[src/rtl/codificador_prioridade_8x3.sv]
// Registered priority encoder. Request pulses on the a lines are captured
// into a sticky pending vector. Pending requests are issued one at a time as
// W-bit codes over a valid/ready handshake. The en input gates issuing only;
// capture of new requests continues while en=0.
module codificador_prioridade_8x3 #(
  parameter int W        = 3,
  parameter bit PRIO_MSB = 1'b1,
  localparam int N       = 2**W
) (
  input  logic         clk,
  input  logic         rst,
  input  logic         en,
  input  logic [N-1:0] a,
  input  logic         ready,
  output logic [W-1:0] y,
  output logic         valid,
  output logic [N-1:0] pend,
  output logic         nenhum,
  output logic         perdido
);

  typedef enum logic {
    IDLE   = 1'b0,
    OFERTA = 1'b1
  } state_t;

  state_t       state_q, state_d;
  logic [N-1:0] pend_q, pend_d;
  logic [W-1:0] y_q, y_d;
  logic         perdido_q, perdido_d;

  logic [W-1:0] sel;
  logic         issue;
  logic [N-1:0] clr;

  // Priority pick over the registered pending vector. Requests arriving this
  // cycle are not candidates until the next edge.
  always_comb begin
    // NOTE: give every combinational output a default before any branch, so
    // no path leaves it unassigned and no latch is inferred.
    sel = '0;
    if (PRIO_MSB) begin
      for (int i = 0; i < N; i++)
        if (pend_q[i]) sel = W'(i);
    end else begin
      for (int i = N - 1; i >= 0; i--)
        if (pend_q[i]) sel = W'(i);
    end
  end

  // State, pending vector, code and loss-pulse registers.
  always_ff @(posedge clk) begin
    // NOTE: sequential state uses non-blocking assignments, so every register
    // samples the values from before this edge, independent of statement order.
    if (rst) begin
      state_q   <= IDLE;
      pend_q    <= '0;
      y_q       <= '0;
      perdido_q <= 1'b0;
    end else begin
      state_q   <= state_d;
      pend_q    <= pend_d;
      y_q       <= y_d;
      perdido_q <= perdido_d;
    end
  end

  // Next state: decide whether a code is issued at this edge and update the
  // pending vector (a new request on the issued index wins over its clear).
  always_comb begin
    issue   = en && (|pend_q) && ((state_q == IDLE) || ready);
    clr     = issue ? (N'(1) << sel) : '0;
    pend_d  = (pend_q & ~clr) | a;
    // A request on the index being issued now is a fresh request, not a loss.
    perdido_d = |(a & pend_q & ~clr);
    y_d     = issue ? sel : y_q;
    state_d = state_q;
    case (state_q)
      IDLE:    if (issue) state_d = OFERTA;
      OFERTA:  if (ready) state_d = issue ? OFERTA : IDLE;
      default: state_d = IDLE;
    endcase
  end

  // Outputs: all derived from registers only.
  always_comb begin
    y       = y_q;
    valid   = (state_q == OFERTA);
    pend    = pend_q;
    perdido = perdido_q;
    nenhum  = (state_q == IDLE) && (pend_q == '0);
  end

endmodule

[config.mk]
export PLATFORM = sky130hd
export DESIGN_NAME = codificador_prioridade_8x3
export DESIGN_NICKNAME = d
export VERILOG_FILES = /design/src/rtl/codificador_prioridade_8x3.sv
export SDC_FILE = /design/constraint.sdc
export NUM_CORES = 1
export LEC_CHECK = 0
export BUFFER_PORTS_ARGS = -buffer_cell sky130_fd_sc_hd__buf_2
export CORE_UTILIZATION = 40
export DETAILED_ROUTE_END_ITERATION = 16
export GPL_TIMING_DRIVEN = 0
export PLACE_DENSITY = 0.71
export SYNTH_ARGS = -nofsm -noshare
export SYNTH_HDL_FRONTEND = slang
export SYNTH_SLANG_ARGS = --single-unit
[constraint.sdc]
create_clock -name clk -period 2.51 [get_ports clk]
set_input_delay 0.6275 -clock clk [delete_from_list [all_inputs] [get_ports clk]]
set_output_delay 0.6275 -clock clk [all_outputs]
set_load 0.01 [all_outputs]
# --- Yosys cells after proc, flatten, opt, wreduce, memory -nomap -nowiden ---
# Cells that the tools add are included.
word_totals:
  input_bits: 12
  register_bits: 13
  output_inout_bits: 14
op_classes:
  reduce_logical: 7
  shift: 1
  bitwise_logic: 6
  muxes: 11
op_table:
  columns: ["operator", "count"]
  rows:
  - ["$and A8 B8 Y8", 3]
  - ["$reduce_or A8 Y1", 2]
  - ["$mux W3", 5]
  - ["$logic_not A8 Y1", 1]
  - ["$mux W8", 1]
  - ["$not A8 Y8", 1]
  - ["$or A8 B8 Y8", 1]
  - ["$shl A1 B3 Y8 const A", 1]
  - ["$logic_and A1 B1 Y1", 3]
  - ["$mux W1", 3]
  - ["$mux W2", 1]
  - ["$pmux W1 S2", 1]
  - ["$logic_or A1 B1 Y1", 1]
  - ["$not A1 Y1", 1]

# --- Depth between registers and ports, before layout ---
# Gate-level depths: netlist of the first run.
logic_depth:
  depth_word: 12
  ltp_mapped: 5

# --- Least setup slack after synthesis of the first run ---
# No wires, ideal clock.
synth_timing:
  path_type: "input to register"
  startpoint: "input port ready"
  endpoint: "register pend_q[0] (netlist: pend[0])"
  required_ns: 2.382
  path_slack_ns: 0.821
  setup_time_ns: 0.128
  path_stages: 5
  t_arrival_ns: 1.562
  cell_sequence: "nand2b_1 nand3_2 or4_4 a21oi_2 nor2_1"
synth_between:
  elab_chain_cells: 6
synth_lines:
  columns: ["element", "line", "rtl"]
  rows:
  - ["start: declaration", "14", "input logic ready,"]
  - ["$logic_or A1 B1 Y1", "71", "issue = en && (|pend_q) && ((state_q == IDLE) || ready);"]
  - ["$logic_and A1 B1 Y1", "71", null]
  - ["$mux W8", "72", "clr = issue ? (N'(1) << sel) : '0;"]
  - ["$not A8 Y8", "73", "pend_d = (pend_q & ~clr) | a;"]
  - ["$and A8 B8 Y8", "73", null]
  - ["$or A8 B8 Y8", "73", null]
  - ["end signal: assignment", "62", "pend_q <= pend_d;"]
  - ["end: declaration", "28", "logic [N-1:0] pend_q, pend_d;"]
# No other way between the ends.
# A chain may end at the register's enable or synchronous reset.

# --- Final worst setup path of the first run ---
layout_timing:
  startpoint: "register pend_q[3] (netlist: pend[3])"
  endpoint: "output port nenhum"
layout_between:
  elab_chain_cells: 2
layout_lines:
  columns: ["element", "line", "rtl"]
  rows:
  - ["$logic_not A8 Y1", "91", "nenhum = (state_q == IDLE) && (pend_q == '0);"]
  - ["$logic_and A1 B1 Y1", "91", null]
  - ["end: declaration", "18", "output logic nenhum,"]
# No other way between the ends.

==> results of run 1 <==
critical path, delay by kind of cell, from the launching register on:
family        cells  cell delay [ps]
simple gates      3              690
buf+inv           1              130
flops             1              390
layout make-up:
class | count | area, um^2 | share of cell area
Sequential cell | 13 | 260.3 | 0.3344
Buffer | 1 | 3.754 | 0.004823
Clock buffer | 4 | 26.28 | 0.03376
Inverter | 3 | 11.26 | 0.01447
Tap cell | 15 | 18.77 | 0.02412
Multi-Input combinational cell | 55 | 332.8 | 0.4277
Timing Repair Buffer | 25 | 125.1 | 0.1608
how the worst min path moves through the flow:
stage / start / to / depth (start not counted) / slack, ps
final: y[1] / y[1] / 2 / 510
after CTS: y[1] / y[1] / 2 / 510
after global routing: rst / perdido / 2 / 540
after floorplan: y[1] / y[1] / 2 / 540
after detailed placement: y[1] / y[1] / 2 / 490
after global placement: y[1] / y[1] / 2 / 480
cells in the final DEF (no fill, tap or decap), types with 2 or more instances in the layout:
cell,netlist,routed
a21oi_1,9,9
a31oi_1,3,3
buf_2,0,25
clkbuf_1,1,2
clkbuf_4,0,3
dfxtp_1,13,13
inv_1,3,3
nand2_1,3,3
nand3_1,3,3
nor2_1,12,12
nor2b_1,2,2
nor3_1,2,2
o21ai_0,2,2
o21ai_1,2,2
state kept, by name (all words and copies together) (netlist names):
name     cells
pend         8
valid        1
y            3
perdido      1
routing by layer:
layer  vias up  wire length, um  global-route usage
met3         3               75             0.09783
met2        21              632              0.3008
met1       294              650              0.2303
met4         0               14             0.07500
li1        324                -                   -
met5         -                0                   0
cell families (layout without fill, tap and decap cells):
family          count (synthesis)  in the layout
flops                          13             13
buf+inv                         4             33
simple gates                   29             29
compound gates                 25             25
mux                             1              1
report_power, final:
group | internal (mW) | switching, mW
Combinational | 0.0457 | 0.0502
Sequential | 0.223 | 0.0208
Clock | 0.0617 | 0.0664
==> impl_results.md, run 1 <==
- Status: completed
- Slew margin rel.: 0.6939
- Dpl cells: 112
- Hold_ws: 506.2 ps
- Global-route wire length before repair: 2.042 mm
- Mapped Area: 608.1 um^2
- Largest family of logic cells by synthesized area: compound AO/OA/AOI/OAI gates
- Routed via count: 642
- Critical Path Start Type: register
- Overall Power: 468.4 uW
- Final Cycle Share: 0.8423
- CP peak stage delay: 410 ps
- Register area share after synthesis: 0.4280
- Final GP Congestion: 0.8451
- Reg2Reg Setup Slack: 820 ps
- RSZ-0062 raised after global routing: false
- Area leader, netlist: dfxtp_1
- H-tree depth: 1
- Yosys warnings: 0
- Critical path type: reg2out
- Post-Syn Nets: 84
- Synth Instances: 72
- Synth Area in Adders: 0
- Max Clk Rate: 473.0 MHz
- Die area: 1680 um^2
- Detailed Route WL: 1.373 mm
- Leading cell types by count after synthesis: 13 x dfxtp_1, 12 x nor2_1, 9 x a21oi_1
- Core Rows: 13
- Initial DRT Pass Iterations: 4
- Worst R2R End: pend[0]
- Synth unique cells: 29
- # hold bufs at CTS: 0
- Clock sink total: 13
- Fin crit period: 2114 ps
- Post-synth top area share: 0.4280
- Starting DRT DRC Count: 17
- Peak supply drop: 0.0003601 V
- Layout fillers: 136
- Initial antenna violation count: 0
- Final antenna-violating net count: 0
- Die X: 40.99 um
- Final nets: 114
- CTS tree: yes
- Critical path origin: pend[3]
- Syn avg cell area: 8.446 um^2
- Mux contribution to synthesized area: 0.01646
- Critical Path Fanout Max: 9
- Max Root-Sink Buffers: 2
- Largest net degree at the start of global routing: 11
- Wire per inst: 11.84 um
- Diodes inserted: 0
- Grt ovf: 0
- Post-Synth Simple-Gate Area: 0.2654
- Initial Util: 0.4504
- Leak: 0.3625 nW
- Final Cell Area: 778.2 um^2
- Post-synthesis async set-or-reset flop share: 0
- Drt via density: 5.534
- Setup WS post-layout: 395.8 ps
- Critical Path End: nenhum
- Pre-CTS worst setup slack: 639.8 ps
- CP max-delay cell: nor4_1
- All-Layer GR Usage: 0.1959
- Crit end category: primary output
- Reg2Reg Depth: 5
- Post-Synth XOR/XNOR Area: 0
- Arrival time of the worst setup path: 1490 ps
- Hold crit path type: reg2reg
- Postcts setup bufs: 0
- Share of cells above drive strength 1: 0.3168
- Power Density: 601.8 nW/um^2
- R2R Path Start: pend[5]
- Slew Limit Fails: 0
- Post-synthesis compound-gate area fraction: 0.2654
- Ranking of synthesized cells by area: dfxtp_1 43%, a21oi_1 7.4%, nor2_1 7.4%
- Synthesized flop and latch total: 13
- Ordered list of cells on the worst path: nor4_1 > nand2_1 > nor2_1 > buf_2
- Top-Level Pins: 26
- Vias in the first global route: 481
- Setup TNS: 0 ps
- DIE HEIGHT: 40.99 um
- Worst-Skew Late Latency: 280 ps
- Worst Tran Pin Value: 459.2 ps
- Final non-filler cell total: 116
- Main synth FF type: dfxtp_1
- Finish-stage setup viols: 0
- Area delta synth->final: 27.98%
- PortBufs: 25
- Clock slew at reported path FFs: 70 ps
- Fin util: 0.5765
- DPL Wire Length: 1.037 mm
- Root Driver: clkbuf_4
- # Max-Cap Violations: 0
- Resized cells post-CTS: 0
- Drt drc: 0
- Hold Vio Cnt, Final: 0
- CP required: 1880 ps
- Clk_skew: 4.055 ps
- Number of buffers created by CTS: 3
- Count leader, synth: dfxtp_1
- Core area: 1350 um^2
- DP Area: 752.0 um^2
- Post-synth EDFFs: 0
Note: power is estimated with default switching activity, not from simulation.
==> inputs of run 2 (changes only) <==
==> constraint.sdc (replaced) <==
create_clock -name clk -period 2.1 [get_ports clk]
set_input_delay 0.525 -clock clk [delete_from_list [all_inputs] [get_ports clk]]
set_output_delay 0.525 -clock clk [all_outputs]
set_load 0.01 [all_outputs]
==> impl_results.md, run 2 (same netlist as run 1, synthesis figures left out) <==
- Status: completed
- Register area: 260.3 um^2 (unchanged)
- Power Density: 716.0 nW/um^2 (+19%)
- Max Root-Sink Buffers: 2 (unchanged)
- Drt drc: 0 (unchanged)
- Core Rows: 13 (unchanged)
- Overall Power: 568.0 uW (+21%)
- Critical Path Fanout Max: 6 (-3)
- Final nets: 114 (unchanged)
- CP max-delay cell: dfxtp_1
- Ordered list of cells on the worst path: nor4_4 > nand2_1 > nor2_1 > buf_2
- # Max-Cap Violations: 0 (unchanged)
- Initial Util: 0.4504 (unchanged)
- Drt via density: 5.543 (+0.16%)
- RSZ-0062 raised after global routing: false
- Initial antenna violation count: 0 (unchanged)
- Vias in the first global route: 481 (unchanged)
- Most frequent cells in the layout: 25 x buf_2, 13 x dfxtp_1, 12 x nor2_1
- Max reg flops: 8 (unchanged)
- Core area: 1350 um^2 (unchanged)
- Worst Tran Pin Value: 461.1 ps (+1.897 ps)
- DIE HEIGHT: 40.99 um (unchanged)
- Hold Vio Cnt, Final: 0 (unchanged)
- Grt ovf: 0 (unchanged)
- Arrival time of the worst setup path: 1440 ps (-50 ps)
- Crit end category: primary output
- Die X: 40.99 um (unchanged)
- Final antenna-violating net count: 0 (unchanged)
- Final Cell Area: 793.3 um^2 (+1.9%)
- Wire per inst: 12.25 um (+3.5%)
- Slew Limit Fails: 0 (unchanged)
- Root Driver: clkbuf_4
- Resized cells post-CTS: 0 (unchanged)
- Global-route wire length before repair: 2.042 mm (unchanged)
- Pre-CTS worst setup slack: 332.3 ps (-307.5 ps)
- Initial DRT Pass Iterations: 4 (unchanged)
- Setup WS post-layout: 135.3 ps (-260.5 ps)
- Hold crit path type: in2reg
- Finish-stage setup viols: 0 (unchanged)
- Multi-input gate area: 347.8 um^2 (+4.5%)
- CP peak stage delay: 390 ps (-20 ps)
- CP required: 1570 ps (-310 ps)
- Worst-Skew Late Latency: 280 ps (about the same)
- Routed via count: 643 (+0.16%)
- Largest net degree at the start of global routing: 11 (unchanged)
- Slew margin rel.: 0.6926 (-0.001265)
- Max Clk Rate: 509.0 MHz
- Share of cells above drive strength 1: 0.3267 (+0.009901)
- Clock slew at reported path FFs: 80 ps (about the same)
- Starting DRT DRC Count: 17 (unchanged)
- Leak: 0.3649 nW (+0.67%)
- All-Layer GR Usage: 0.1959 (unchanged)
- Diodes inserted: 0 (unchanged)
- Top-Level Pins: 26 (unchanged)
- Die area: 1680 um^2 (unchanged)
- Peak supply drop: 0.0004198 V (+17%)
- Final GP Congestion: 0.8451 (unchanged)
- Clock sink total: 13 (unchanged)
- PortBufs: 25 (unchanged)
- Critical Path Start Type: register
- Final Cycle Share: 0.9356
- Fin crit period: 1965 ps
- Layout fillers: 131 (-3.7%)
- CTS tree: yes
- Setup TNS: 0 ps (unchanged)
- Commonest non-fill, non-tap cell in the layout: buf_2
- # hold bufs at CTS: 0 (unchanged)
- DPL Wire Length: 1.037 mm (unchanged)
- Postcts setup bufs: 0 (unchanged)
- Area delta synth->final: 30.45%
- Detailed Route WL: 1.421 mm (+3.5%)
- Critical path type: reg2out
- H-tree depth: 1 (unchanged)
- Number of buffers created by CTS: 3 (unchanged)
- Clk_skew: 6.099 ps (+2.044 ps)
- DP Area: 752.0 um^2 (unchanged)
run 2: where the power goes:
part           leakage [nW]  switching (mW)  internal [mW]
Sequential            0.109          0.0283          0.267
Combinational         0.241          0.0602         0.0565
Clock                0.0150          0.0820         0.0739
run 2: final timing paths:
check / from / endpoint / slack, ps / depth (start not counted)
max: pend[6] / nenhum / 140 / 4
min: rst / y[2] / 450 / 2
max reg2reg: pend[6] / pend[0] / 420 / 5
min reg2reg: y[1] / y[1] / 510 / 2
run 2: area by class of cell:
cell class,instances,share of cell area
multi-input cells,55,0.4385
flip-flops and latches,13,0.3281
repair buffers,25,0.1577
clock buffers,4,0.03312
well taps,15,0.02366
inverters,3,0.01420
plain buffers,1,0.004732
run 2: critical path: cells and delay by family, from the launching register on:
family,cells,cell delay (ps)
simple gates,3,640
buf+inv,1,130
flops,1,390
run 2: routing by layer:
metal | vias up | part of all wire | track usage
met2 | 23 | 0.46 | 0.3008
li1 | 326 | - | -
met4 | 0 | 0.0099 | 0.07500
met1 | 291 | 0.47 | 0.2303
met5 | - | 0 | 0
met3 | 3 | 0.061 | 0.09783
run 2: per-stage QoR:
stage,hold slack [ps],std cells,utilization
after floorplan,535.5,72,-
after global placement,481.4,112,0.5570
after detailed placement,494.8,112,0.5570
after CTS,446.8,116,0.5765
after global routing,448.7,116,0.5876
final,450.1,116,0.5876
